`src/rtl/fifo64_pixel_unpack_if.sv`:
```
// Bundle of the FIFO read-side and pixel-stream signals of the word-to-pixel unpacker.
//
// Handshake: a transfer happens in a cycle where valid and ready are both
// high. pix_data/pix_* flags are meaningful only while pix_vld is high, and
// stay stable while pix_vld is high and pix_rdy is low. On the FIFO side,
// fifo_rd_en is a pop strobe that is only raised while fifo_rd_vld is high.
interface fifo64_pixel_unpack_if;
    logic        fifo_rd_vld;
    logic [63:0] fifo_rd_data;
    logic        fifo_rd_en;
    logic        pix_vld;
    logic        pix_rdy;
    logic [7:0]  pix_data;
    logic        pix_sol;
    logic        pix_eol;
    logic        pix_sof;
    logic        pix_eof;
    logic        frame_done;

    // Unpacker side.
    modport slave (
        input  fifo_rd_vld, fifo_rd_data, pix_rdy,
        output fifo_rd_en, pix_vld, pix_data, pix_sol, pix_eol, pix_sof, pix_eof, frame_done
    );

    // Environment side: owns the FIFO head and the pixel sink.
    modport master (
        output fifo_rd_vld, fifo_rd_data, pix_rdy,
        input  fifo_rd_en, pix_vld, pix_data, pix_sol, pix_eol, pix_sof, pix_eof, frame_done
    );
endinterface

```
`src/rtl/fifo64_pixel_unpack.sv`:
```
// Serialises 64-bit FIFO words into an 8-bit pixel stream, byte 0 first,
// tagging line/frame boundaries and discarding the pad bytes that follow the
// last pixel of a frame so that each frame starts at byte 0 of a fresh word.
module fifo64_pixel_unpack #(
    parameter int IMG_W = 640,
    parameter int IMG_H = 480,
    parameter int CNT_W = 16
) (
    input  logic                 rd_clk,
    input  logic                 rd_rst,
    fifo64_pixel_unpack_if.slave bus
);
    localparam logic [CNT_W-1:0] COL_LAST = CNT_W'(IMG_W - 1);
    localparam logic [CNT_W-1:0] ROW_LAST = CNT_W'(IMG_H - 1);
    localparam logic [CNT_W-1:0] CNT_ONE  = CNT_W'(1);

    logic [63:0]      word_q, word_d;
    logic             word_vld_q, word_vld_d;
    logic [2:0]       idx_q, idx_d;
    logic [CNT_W-1:0] col_q, col_d;
    logic [CNT_W-1:0] row_q, row_d;
    logic             frame_done_q, frame_done_d;

    logic fire;
    logic last_pix;
    logic last_byte;
    logic pop;

    assign fire      = word_vld_q & bus.pix_rdy;
    assign last_pix  = (col_q == COL_LAST) & (row_q == ROW_LAST);
    // The eof pixel ends the word early: any bytes after it are frame padding.
    assign last_byte = (idx_q == 3'd7) | last_pix;
    // Refill overlaps the final byte's transfer so words stream without a bubble.
    assign pop       = ~rd_rst & bus.fifo_rd_vld & (~word_vld_q | (fire & last_byte));

    assign bus.fifo_rd_en = pop;
    assign bus.pix_vld    = word_vld_q;
    assign bus.pix_data   = word_q[{idx_q, 3'b000} +: 8];
    assign bus.pix_sol    = (col_q == '0);
    assign bus.pix_eol    = (col_q == COL_LAST);
    assign bus.pix_sof    = (col_q == '0) & (row_q == '0);
    assign bus.pix_eof    = last_pix;
    assign bus.frame_done = frame_done_q;

    // Next-state for the holding register, byte pointer and raster counters.
    always_comb begin
        word_d       = word_q;
        word_vld_d   = word_vld_q;
        idx_d        = idx_q;
        col_d        = col_q;
        row_d        = row_q;
        frame_done_d = fire & last_pix;

        if (pop) begin
            word_d     = bus.fifo_rd_data;
            word_vld_d = 1'b1;
            idx_d      = 3'd0;
        end else if (fire) begin
            if (last_byte) begin
                word_vld_d = 1'b0;
            end else begin
                idx_d = idx_q + 3'd1;
            end
        end

        if (fire) begin
            if (col_q == COL_LAST) begin
                col_d = '0;
                row_d = (row_q == ROW_LAST) ? '0 : row_q + CNT_ONE;
            end else begin
                col_d = col_q + CNT_ONE;
            end
        end
    end

    // State registers; reset drops any partially consumed word.
    always_ff @(posedge rd_clk) begin
        if (rd_rst) begin
            word_q       <= '0;
            word_vld_q   <= 1'b0;
            idx_q        <= 3'd0;
            col_q        <= '0;
            row_q        <= '0;
            frame_done_q <= 1'b0;
        end else begin
            word_q       <= word_d;
            word_vld_q   <= word_vld_d;
            idx_q        <= idx_d;
            col_q        <= col_d;
            row_q        <= row_d;
            frame_done_q <= frame_done_d;
        end
    end
endmodule

```
`src/flat_wrapper.sv`:
```
// flat-port wrapper written by rule: the top's interface ports become plain ports
module fifo64_pixel_unpack_flat 
#(
    parameter int IMG_W = 640,
    parameter int IMG_H = 480,
    parameter int CNT_W = 16
)
  (rd_clk, rd_rst, bus_fifo_rd_vld, bus_fifo_rd_data, bus_pix_rdy, bus_fifo_rd_en, bus_pix_vld, bus_pix_data, bus_pix_sol, bus_pix_eol, bus_pix_sof, bus_pix_eof, bus_frame_done);
  fifo64_pixel_unpack_if bus_i ();
  input  logic rd_clk;
  input  logic rd_rst;
  input wire logic [$bits(bus_i.fifo_rd_vld)-1:0] bus_fifo_rd_vld;
  input wire logic [$bits(bus_i.fifo_rd_data)-1:0] bus_fifo_rd_data;
  input wire logic [$bits(bus_i.pix_rdy)-1:0] bus_pix_rdy;
  output wire logic [$bits(bus_i.fifo_rd_en)-1:0] bus_fifo_rd_en;
  output wire logic [$bits(bus_i.pix_vld)-1:0] bus_pix_vld;
  output wire logic [$bits(bus_i.pix_data)-1:0] bus_pix_data;
  output wire logic [$bits(bus_i.pix_sol)-1:0] bus_pix_sol;
  output wire logic [$bits(bus_i.pix_eol)-1:0] bus_pix_eol;
  output wire logic [$bits(bus_i.pix_sof)-1:0] bus_pix_sof;
  output wire logic [$bits(bus_i.pix_eof)-1:0] bus_pix_eof;
  output wire logic [$bits(bus_i.frame_done)-1:0] bus_frame_done;
  assign bus_i.fifo_rd_vld = bus_fifo_rd_vld;
  assign bus_i.fifo_rd_data = bus_fifo_rd_data;
  assign bus_i.pix_rdy = bus_pix_rdy;
  assign bus_fifo_rd_en = bus_i.fifo_rd_en;
  assign bus_pix_vld = bus_i.pix_vld;
  assign bus_pix_data = bus_i.pix_data;
  assign bus_pix_sol = bus_i.pix_sol;
  assign bus_pix_eol = bus_i.pix_eol;
  assign bus_pix_sof = bus_i.pix_sof;
  assign bus_pix_eof = bus_i.pix_eof;
  assign bus_frame_done = bus_i.frame_done;
  fifo64_pixel_unpack #(.IMG_W(IMG_W), .IMG_H(IMG_H), .CNT_W(CNT_W)) u_core (.rd_clk(rd_clk), .rd_rst(rd_rst), .bus(bus_i));
endmodule
```
`config.mk`:
```
export PLATFORM = sky130hd
export DESIGN_NAME = fifo64_pixel_unpack_flat
export DESIGN_NICKNAME = d
export VERILOG_FILES = /design/src/rtl/fifo64_pixel_unpack_if.sv /design/src/rtl/fifo64_pixel_unpack.sv /design/src/flat_wrapper.sv
export SDC_FILE = /design/constraint.sdc
export NUM_CORES = 1
export LEC_CHECK = 0
export CORE_ASPECT_RATIO = 1.1
export CORE_MARGIN = 1
export CORE_UTILIZATION = 50
export DETAILED_ROUTE_END_ITERATION = 10
export PLACE_DENSITY = 0.87
export REMOVE_ABC_BUFFERS = 1
export SYNTH_ARGS = -nofsm -noshare
export SYNTH_HDL_FRONTEND = slang
export SYNTH_SLANG_ARGS = --single-unit
```
`constraint.sdc`:
```
create_clock -name rd_clk -period 5.32 [get_ports rd_clk]
set_clock_uncertainty 0.1 [all_clocks]
set_input_delay 1.064 -clock rd_clk [delete_from_list [all_inputs] [get_ports rd_clk]]
set_output_delay 1.064 -clock rd_clk [all_outputs]
set_load 0.005 [all_outputs]
```
======== After elaboration in Yosys (flattened, before gate mapping) ========
Cells that the tools add are included.
word-level totals
  register bits after elaboration ......... 101
  output and inout bits ................... 15
  logic and storage cells ................. 38
  input port bits ......................... 68
operators by class
  bitwise gates (word level) .............. 12
  reductions and logical operators ........ 8
  muxes and demuxes ....................... 5
  $add $sub $neg .......................... 3
  shift-type cells ........................ 1
  equal/unequal tests ..................... 3
operators by type and width
  cell                     number
  $shiftx A64 B7 Y8        1
  $add A16 B1 Y16 const B  2
  $logic_not A16 Y1        2
  $mux W16                 2
  $eq A16 B10 Y1 const B   1
  $eq A16 B9 Y1 const B    1
  $and A1 B1 Y1            7
  $reduce_and A2 Y1        3
  $reduce_bool A2 Y1       2
  $add A3 B1 Y3 const B    1
  $eq A3 B3 Y1 const B     1
  $mux W1                  3
  $not A1 Y1               3
  $or A1 B1 Y1             2
  $reduce_or A2 Y1         1

======== Logic depth before layout (Yosys ltp) ========
Gate-level depths: netlist of the first run.
  depth after elaboration ................. 8
  mapped depth ............................ 9
  mapped depth without buffers ............ 7

======== Worst setup path after synthesis of the first run ========
Ideal clock, no wire load.
  path type ............................... input to output
  start ................................... input port rd_rst
  end ..................................... output port bus_fifo_rd_en
  setup slack ............................. 2165 ps
  path buffers ............................ 3
  cell stages on the path ................. 7
  data arrival time ....................... 1991 ps
  data required time ...................... 4156 ps
  path through ............................ clkbuf_1 nand2b_1 a21oi_1 o21ai_2 buf_6 buf_6 inv_1
between the ends
  cells in the longest elaborated chain, start to end .. 3
RTL lines
  item                         RTL line                   RTL
  start, declared              flat_wrapper.sv:11         input logic rd_rst;
  $not A1 Y1                   fifo64_pixel_unpack.sv:34  assign pop = ~rd_rst & bus.fifo_rd_vld & (~word_vld_q | (fire & last_byte));
  $and A1 B1 Y1 (2 in series)  fifo64_pixel_unpack.sv:34
  end, declared                flat_wrapper.sv:15         output wire logic [$bits(bus_i.fifo_rd_en)-1:0] bus_fifo_rd_en;
No other way between the ends.

======== Worst setup path after layout of the first run ========
  start ................................... input port bus_pix_rdy
  end ..................................... output port bus_fifo_rd_en
between the ends
  cells in the longest elaborated chain, start to end .. 4
RTL lines
  item             RTL line                   RTL
  start, declared  flat_wrapper.sv:14         input wire logic [$bits(bus_i.pix_rdy)-1:0] bus_pix_rdy;
  $and A1 B1 Y1    fifo64_pixel_unpack.sv:29  assign fire = word_vld_q & bus.pix_rdy;
  $and A1 B1 Y1    fifo64_pixel_unpack.sv:34
  $or A1 B1 Y1     fifo64_pixel_unpack.sv:34
  $and A1 B1 Y1    fifo64_pixel_unpack.sv:34
No other way between the ends.

==> results of run 1 <==
## synthesized netlist by cell type, drive strengths merged
library cell,n,area share [%]
buf,13,2.0
xor2,11,1.9
o21a,1,0.15
o21ai,4,0.47
nand2b,3,0.37
nor2b,64,8.0
ha,6,1.5
nor4b,1,0.17
and2,3,0.37
a21oi,3,0.30
or4b,1,0.20
nor3,15,1.5
inv,12,0.90
mux2i,2,0.40
mux2,72,20
xnor2,20,3.5
and3,3,0.37
or3,1,0.22
dfxtp,101,40
nand2,15,1.1
nor2,37,2.9
clkbuf,12,0.90
nand4,7,1.0
a21o,1,0.15
or2,1,0.13
mux4,16,7.2
nand3,12,1.2
and4,6,1.0
nor4,10,1.7
## layout make-up
type                            instances  area (um2)  share of cell area (%)
Clock inverter                          7        81.3                    1.34
Clock buffer                            9         124                    2.04
Sequential cell                       101        2020                    33.4
Multi-Input combinational cell        315        2800                    46.2
Tap cell                              117         146                    2.42
Timing Repair Buffer                   85         838                    13.8
Antenna cell                            1        2.50                  0.0413
Inverter                               12        45.0                   0.743
## logic make-up (layout without fill, tap and decap cells)
| group | after synthesis | count (layout) | share of synthesized area, % |
|---|---|---|---|
| XOR/XNOR | 31 | 31 | 5.42 |
| AND/OR/NAND/NOR | 179 | 179 | 20.3 |
| flip-flops | 101 | 101 | 40.4 |
| buffers and inverters | 37 | 113 | 3.82 |
| AO/OA/AOI/OAI | 9 | 9 | 1.07 |
| multiplexers | 90 | 90 | 27.5 |
| other | 0 | 1 | 0 |
| adder cells (fa/ha/maj) | 6 | 6 | 1.50 |
## worst max-delay path by stage
stage               startpoint        endpoint  slack (ns)  depth (start not counted)
5_1_grt        u_core.idx_q[1]  bus_fifo_rd_en        1.37                          6
2_1_floorplan  u_core.idx_q[0]  bus_fifo_rd_en        0.09                          5
4_1_cts        u_core.idx_q[1]  bus_fifo_rd_en        1.47                          6
6_report           bus_pix_rdy  bus_fifo_rd_en        1.48                          6
3_5_place_dp       bus_pix_rdy  bus_fifo_rd_en        1.51                          6
3_3_place_gp       bus_pix_rdy  bus_fifo_rd_en        1.52                          6
## per-stage QoR
stage | cells | worst slack (ns) | instance area (um2) | power, mW | utilization (%)
after global routing | 646 | 1.37 | 6060 | 1.59 | 63.5
final | 647 | 1.48 | 6060 | 1.52 | 63.5
after detailed placement | 630 | 1.51 | 5850 | 1.04 | 61.4
after CTS | 646 | 1.47 | 6060 | 1.54 | 63.5
after floorplan | 428 | 0.0884 | 4860 | 0.948 | -
after global placement | 630 | 1.52 | 5850 | 1.04 | 61.4
## sequential cells by signal, summed over array words and instances (netlist names)
name and count:
u_core.bus.frame_done 1, u_core.bus.pix_vld 1, u_core.col_q 16, u_core.idx_q 3, u_core.row_q 16, u_core.word_q 64
## report_power, final
group / total (mW) / internal, mW / switching, mW
Combinational: 0.212 / 0.146 / 0.0666
Clock: 0.494 / 0.223 / 0.271
Sequential: 0.812 / 0.792 / 0.0204
## routing by layer
layer | up-vias | wire (um) | track usage (%) | share of wire (%)
li1 | 1701 | - | - | -
met2 | 88 | 4870 | 34.1 | 50
met3 | 14 | 586 | 6.32 | 6.0
met5 | - | 0 | 0 | 0
met4 | 0 | 133 | 5.46 | 1.4
met1 | 1648 | 4170 | 23.2 | 43
## worst reg2reg max path, stage by stage (launching register included)
cell and delay, ns:
dfxtp_1 0.62, ha_1 0.35, ha_1 0.21, nand2b_1 0.18
o21ai_4 0.14, buf_4 0.80, mux2_2 0.48
==> metrics.md, run 1 <==
| Metric | Value |
|---|---|
| Outcome | complete, no violations |
| Power density cells | 251 nW/um2 |
| CP cell instances | clkdlybuf4s50_1 > inv_1 > a21oi_1 > o21ai_4 > inv_1 > clkdlybuf4s50_1 |
| Final WL | 9760 um |
| Crit path buffers/inverters | 4 |
| Commonest non-fill, non-tap cell in the layout | dfxtp_1 |
| Pre-antenna DRT Iters | 4 |
| PortBufs | 82 |
| Drt initial violations | 86 |
| Fill cells | ~740 |
| Antenna violations before repair | 0 |
| RSZ-0062 raised after global routing | no |
| Syn Inst Count | 453 |
| CTS root buffer | clkbuf_8 |
| Critical Path Fanout Max | 6 |
| Peak supply drop | 191 uV |
| Post_cts resized | 0 |
| Die Width | 97.4 um |
| Top delay family on crit path | buffers and inverters |
| Final setup viols | 0 |
| Crit-path slowest cell | clkdlybuf4s50_1 |
| WHS Endpoint | u_core.row_q[1] |
| Worst-Skew Late Latency | 0.36 ns |
| Mean Syn Cell Area | 11.1 um2 |
| Max Cap Viol | 0 |
| R2r setup slk | 2.34 ns |
| I/O pin count | 83 |
| Cts hold-fix bufs | 0 |
| Synth unique cells | 37 |
| Die Height | 107 um |
| Final ANT Viol Nets | 0 |
| Synthesis-to-finish area growth | 21.0% |
| Aggregate global-route resource usage | between 15 and 20% |
| Initial core utilization | between 50% and 60% |
| Drt wl/cell | 15.1 um |
| Rel. slew slack | 29.1% |
| TritonCTS clock tree | built |
| FF-to-FF Start | u_core.idx_q[1] |
| First-pass GRT wire length | around 17000 um |
| Crit-path max cell delay | 0.56 ns |
| Max clock buf depth | 2 |
| Hold Path Class | reg -> reg |
| Tcrit/Tclk final | 72.2% |
| Arrival time at the worst endpoint | 2.68 ns |
| Seq cells post-synth | 101 |
| Max frequency | about 260 MHz |
| Final Hold Fails | 0 |
| Netlist Area Pre-Place | 5010 um2 |
| CP required | ~4.2 ns |
| Seq/Total Area, Yosys | 40.4% |
| Layout Nets | 598 |
| Final Critical Period | 3.84 ns |
| Worst setup SP type | primary input |
| Warnings, synthesis | 0 |
| Pin count of the biggest net entering global routing | 73 |
| CTS Buf Count | 9 |
| CTS sink cnt | 101 |
| Clock-pin slew on the worst setup and hold paths | 0.09 ns |
| Measured slew at the worst slew-check pin | 1.06 ns |
| Endpoint class of the critical path | primary output |
| Detail Placement HPWL | 6750 um |
| Vias in the first global route | 3581 |
| Crit Path Class | in -> out |
| DRC Markers | 0 |
| FP Rows | 37 |
| Layout cell share with drive strength beyond 1 | 21.9% |
| Vias per cell | 5.33 |
| Core Region | 9540 um2 |
| Setup_tns | 0 ns |
| Final slew viol count | 0 |
| Max H-tree Level | 3 |
| Commonest non-fill, non-tap cells in the layout | 101 x dfxtp_1, 81 x clkdlybuf4s50_1, 64 x nor2b_1, 49 x mux2_4, 36 x nor2_1 |
| Leak | between 2 and 2.5 nW |
| Post-CTS Setup Inserts | 0 |
| Reg2reg path depth | 6 |
| GR Overflow Total | 0 |
| Hold Crit Start | u_core.row_q[1] |
| Routability cong. | 0.770 |
| Die area | 10400 um2 |
| Hold slack | 0.423 ns |
| Detailed-route via count | about 3.5k |
| Worst Hold Depth | 2 |
| R2r endpoint | u_core.word_q[49] |
Note: power is estimated with default switching activity, not from simulation.
==> run 2, diff against run 1 <==
--- a/config.mk
+++ b/config.mk
@@ -7,7 +7,7 @@
 export LEC_CHECK = 0
 export CORE_ASPECT_RATIO = 1.1
 export CORE_MARGIN = 1
-export CORE_UTILIZATION = 50
+export CORE_UTILIZATION = 48
 export DETAILED_ROUTE_END_ITERATION = 10
 export PLACE_DENSITY = 0.87
 export REMOVE_ABC_BUFFERS = 1
==> constraint.sdc (replaced) <==
create_clock -name rd_clk -period 3.11 [get_ports rd_clk]
set_clock_uncertainty 0.1 [all_clocks]
set_input_delay 0.622 -clock rd_clk [delete_from_list [all_inputs] [get_ports rd_clk]]
set_output_delay 0.622 -clock rd_clk [all_outputs]
set_load 0.005 [all_outputs]
==> metrics.md, run 2 (same netlist as run 1, synthesis figures left out) <==
| Metric | Value |
|---|---|
| Layout cell share with drive strength beyond 1 | 23.4% |
| Final instance area | 6130 um2 |
| FP Rows | 38 |
| PortBufs | slightly above 80 |
| DRC Markers | 0 |
| Max reg flops | 64 |
| Final Hold Fails | 0 |
| Max H-tree Level | 3 |
| RSZ-0062 raised after global routing | no |
| Arrival time at the worst endpoint | around 2.3 ns |
| TritonCTS clock tree | built |
| Cts hold-fix bufs | 0 |
| Final setup viols | 0 |
| Hold Path Class | reg -> reg |
| CTS Buf Count | 9 |
| Die Width | between 90 and 100 um |
| Initial core utilization | 50.1% |
| Clock-pin slew on the worst setup and hold paths | approximately 0.09 ns |
| Commonest non-fill, non-tap cells in the layout | 99 x dfxtp_1, 79 x clkdlybuf4s50_1, 64 x nor2b_1, 49 x mux2_4, 36 x nor2_1 |
| Leak | around 2.5 nW |
| Max frequency | 337 MHz |
| Final ANT Viol Nets | 0 |
| Drt wl/cell | 15.2 um |
| Hold slack | 0.410 ns |
| Final slew viol count | 0 |
| Layout Nets | 603 |
| Final Critical Period | approximately 3.0 ns |
| Max Cap Viol | 0 |
| Routability cong. | 0.826 |
| Die area | 10800 um2 |
| Endpoint class of the critical path | primary output |
| Rel. slew slack | 30.7% |
| First-pass GRT wire length | 16900 um |
| Die Height | 109 um |
| Commonest non-fill, non-tap cell in the layout | dfxtp_1 |
| Aggregate global-route resource usage | 19.8% |
| DP Area | just under 6000 um2 |
| Crit Path Class | reg -> out |
| Measured slew at the worst slew-check pin | 1.04 ns |
| Largest regs | u_core.word_q (64), u_core.col_q (16), u_core.row_q (16) |
| Largest reg by FF count | u_core.word_q |
| Pin count of the biggest net entering global routing | 73 |
| Antenna violations before repair | 1 |
| CTS root buffer | clkbuf_8 |
| Drt initial violations | around 110 |
| Critical Path Fanout Max | 4 |
| Worst setup SP type | register |
| Max clock buf depth | 2 |
| CP required | 2.39 ns |
| Vias in the first global route | 3596 |
| GR Overflow Total | 0 |
| Synthesis-to-finish area growth | 22.4% |
| Peak supply drop | 234 uV |
| Core Region | 9980 um2 |
| CTS sink cnt | 101 |
| Detailed-route via count | roughly 3.5k |
| I/O pin count | 83 |
| Outcome | complete, no violations |
| Power density cells | 414 nW/um2 |
| Worst-Skew Late Latency | between 0.3 and 0.4 ns |
| Detail Placement HPWL | between 6000 and 7000 um |
| Vias per cell | 5.33 |
| Final WL | ~9900 um |
| Tcrit/Tclk final | 95.5% |
| Pre-antenna DRT Iters | 4 |
## run 2: cell types whose count changed in the layout (fill, tap and decap cells not counted), moves of 2 or more
cell             before  now
dfxtp_1             101   99
nor4_1                8    5
dfxtp_2               0    2
buf_4                 3    7
clkdlybuf4s50_1      81   79
nor4_4                1    3
clkinvlp_4            3    0
## run 2: what timing repair did
item / in CTS / in global routing
setup endpoints to repair: 2 / 2
gates resized for setup: 4 / 5
buffers inserted: 0 / 1
pin swaps: 3 / 2
## run 2: path summary, 6_finish.rpt
check	from	to	slack, ns	cells past startpoint
worst max-delay path	u_core.row_q[0]	bus_pix_eof	0.14	6
worst min-delay path	u_core.row_q[1]	u_core.row_q[1]	0.41	2
worst max register to register	u_core.row_q[0]	u_core.word_q[52]	0.42	7
worst min register to register	u_core.row_q[1]	u_core.row_q[1]	0.41	2
## run 2: layer usage
layer  wire length (um)  vias up  GRT usage, %
met5                  0        -             0
met3                579       11          6.67
met4                 86        0          4.52
met2               5060       91          34.5
met1               4200     1683          23.5
li1                   -     1707             -
## run 2: metrics by stage
step / setup slack, ns / power [mW] / utilization (%) / std cells / TNS (ns)
finish: 0.141 / 2.54 / 61.4 / 655 / 0
global route: 0.00242 / 2.66 / 61.4 / 654 / 0
CTS: 0.00642 / 2.57 / 61.0 / 653 / 0
detailed placement: 0.184 / 1.79 / 59.1 / 637 / 0
global placement: 0.168 / 1.78 / 59.1 / 637 / 0
floorplan: -1.68 / 1.62 / - / 428 / -83.44
## run 2: cell type report
| type | instances | area, um2 |
|---|---|---|
| Antenna cell | 1 | 2.50 |
| Clock buffer | 10 | 128 |
| Clock inverter | 6 | 53.8 |
| Fill cell | 810 | 3850 |
| Inverter | 12 | 45.0 |
| Multi-Input combinational cell | 315 | 2840 |
| Sequential cell | 101 | 2020 |
| Tap cell | 120 | 150 |
| Timing Repair Buffer | 90 | 890 |
## run 2: critical path: stages, from the launching register on
cell	delay [ns]
dfxtp_2	0.37
ha_1	0.19
and4_1	0.23
nand4_1	0.22
nor2_4	0.25
buf_4	0.14
clkdlybuf4s50_1	0.49
## run 2: power by group
| part | internal (mW) | switching, mW | total [mW] |
|---|---|---|---|
| sequential | 1.35 | 0.0319 | 1.39 |
| combinational | 0.251 | 0.119 | 0.370 |
| clock | 0.309 | 0.475 | 0.784 |
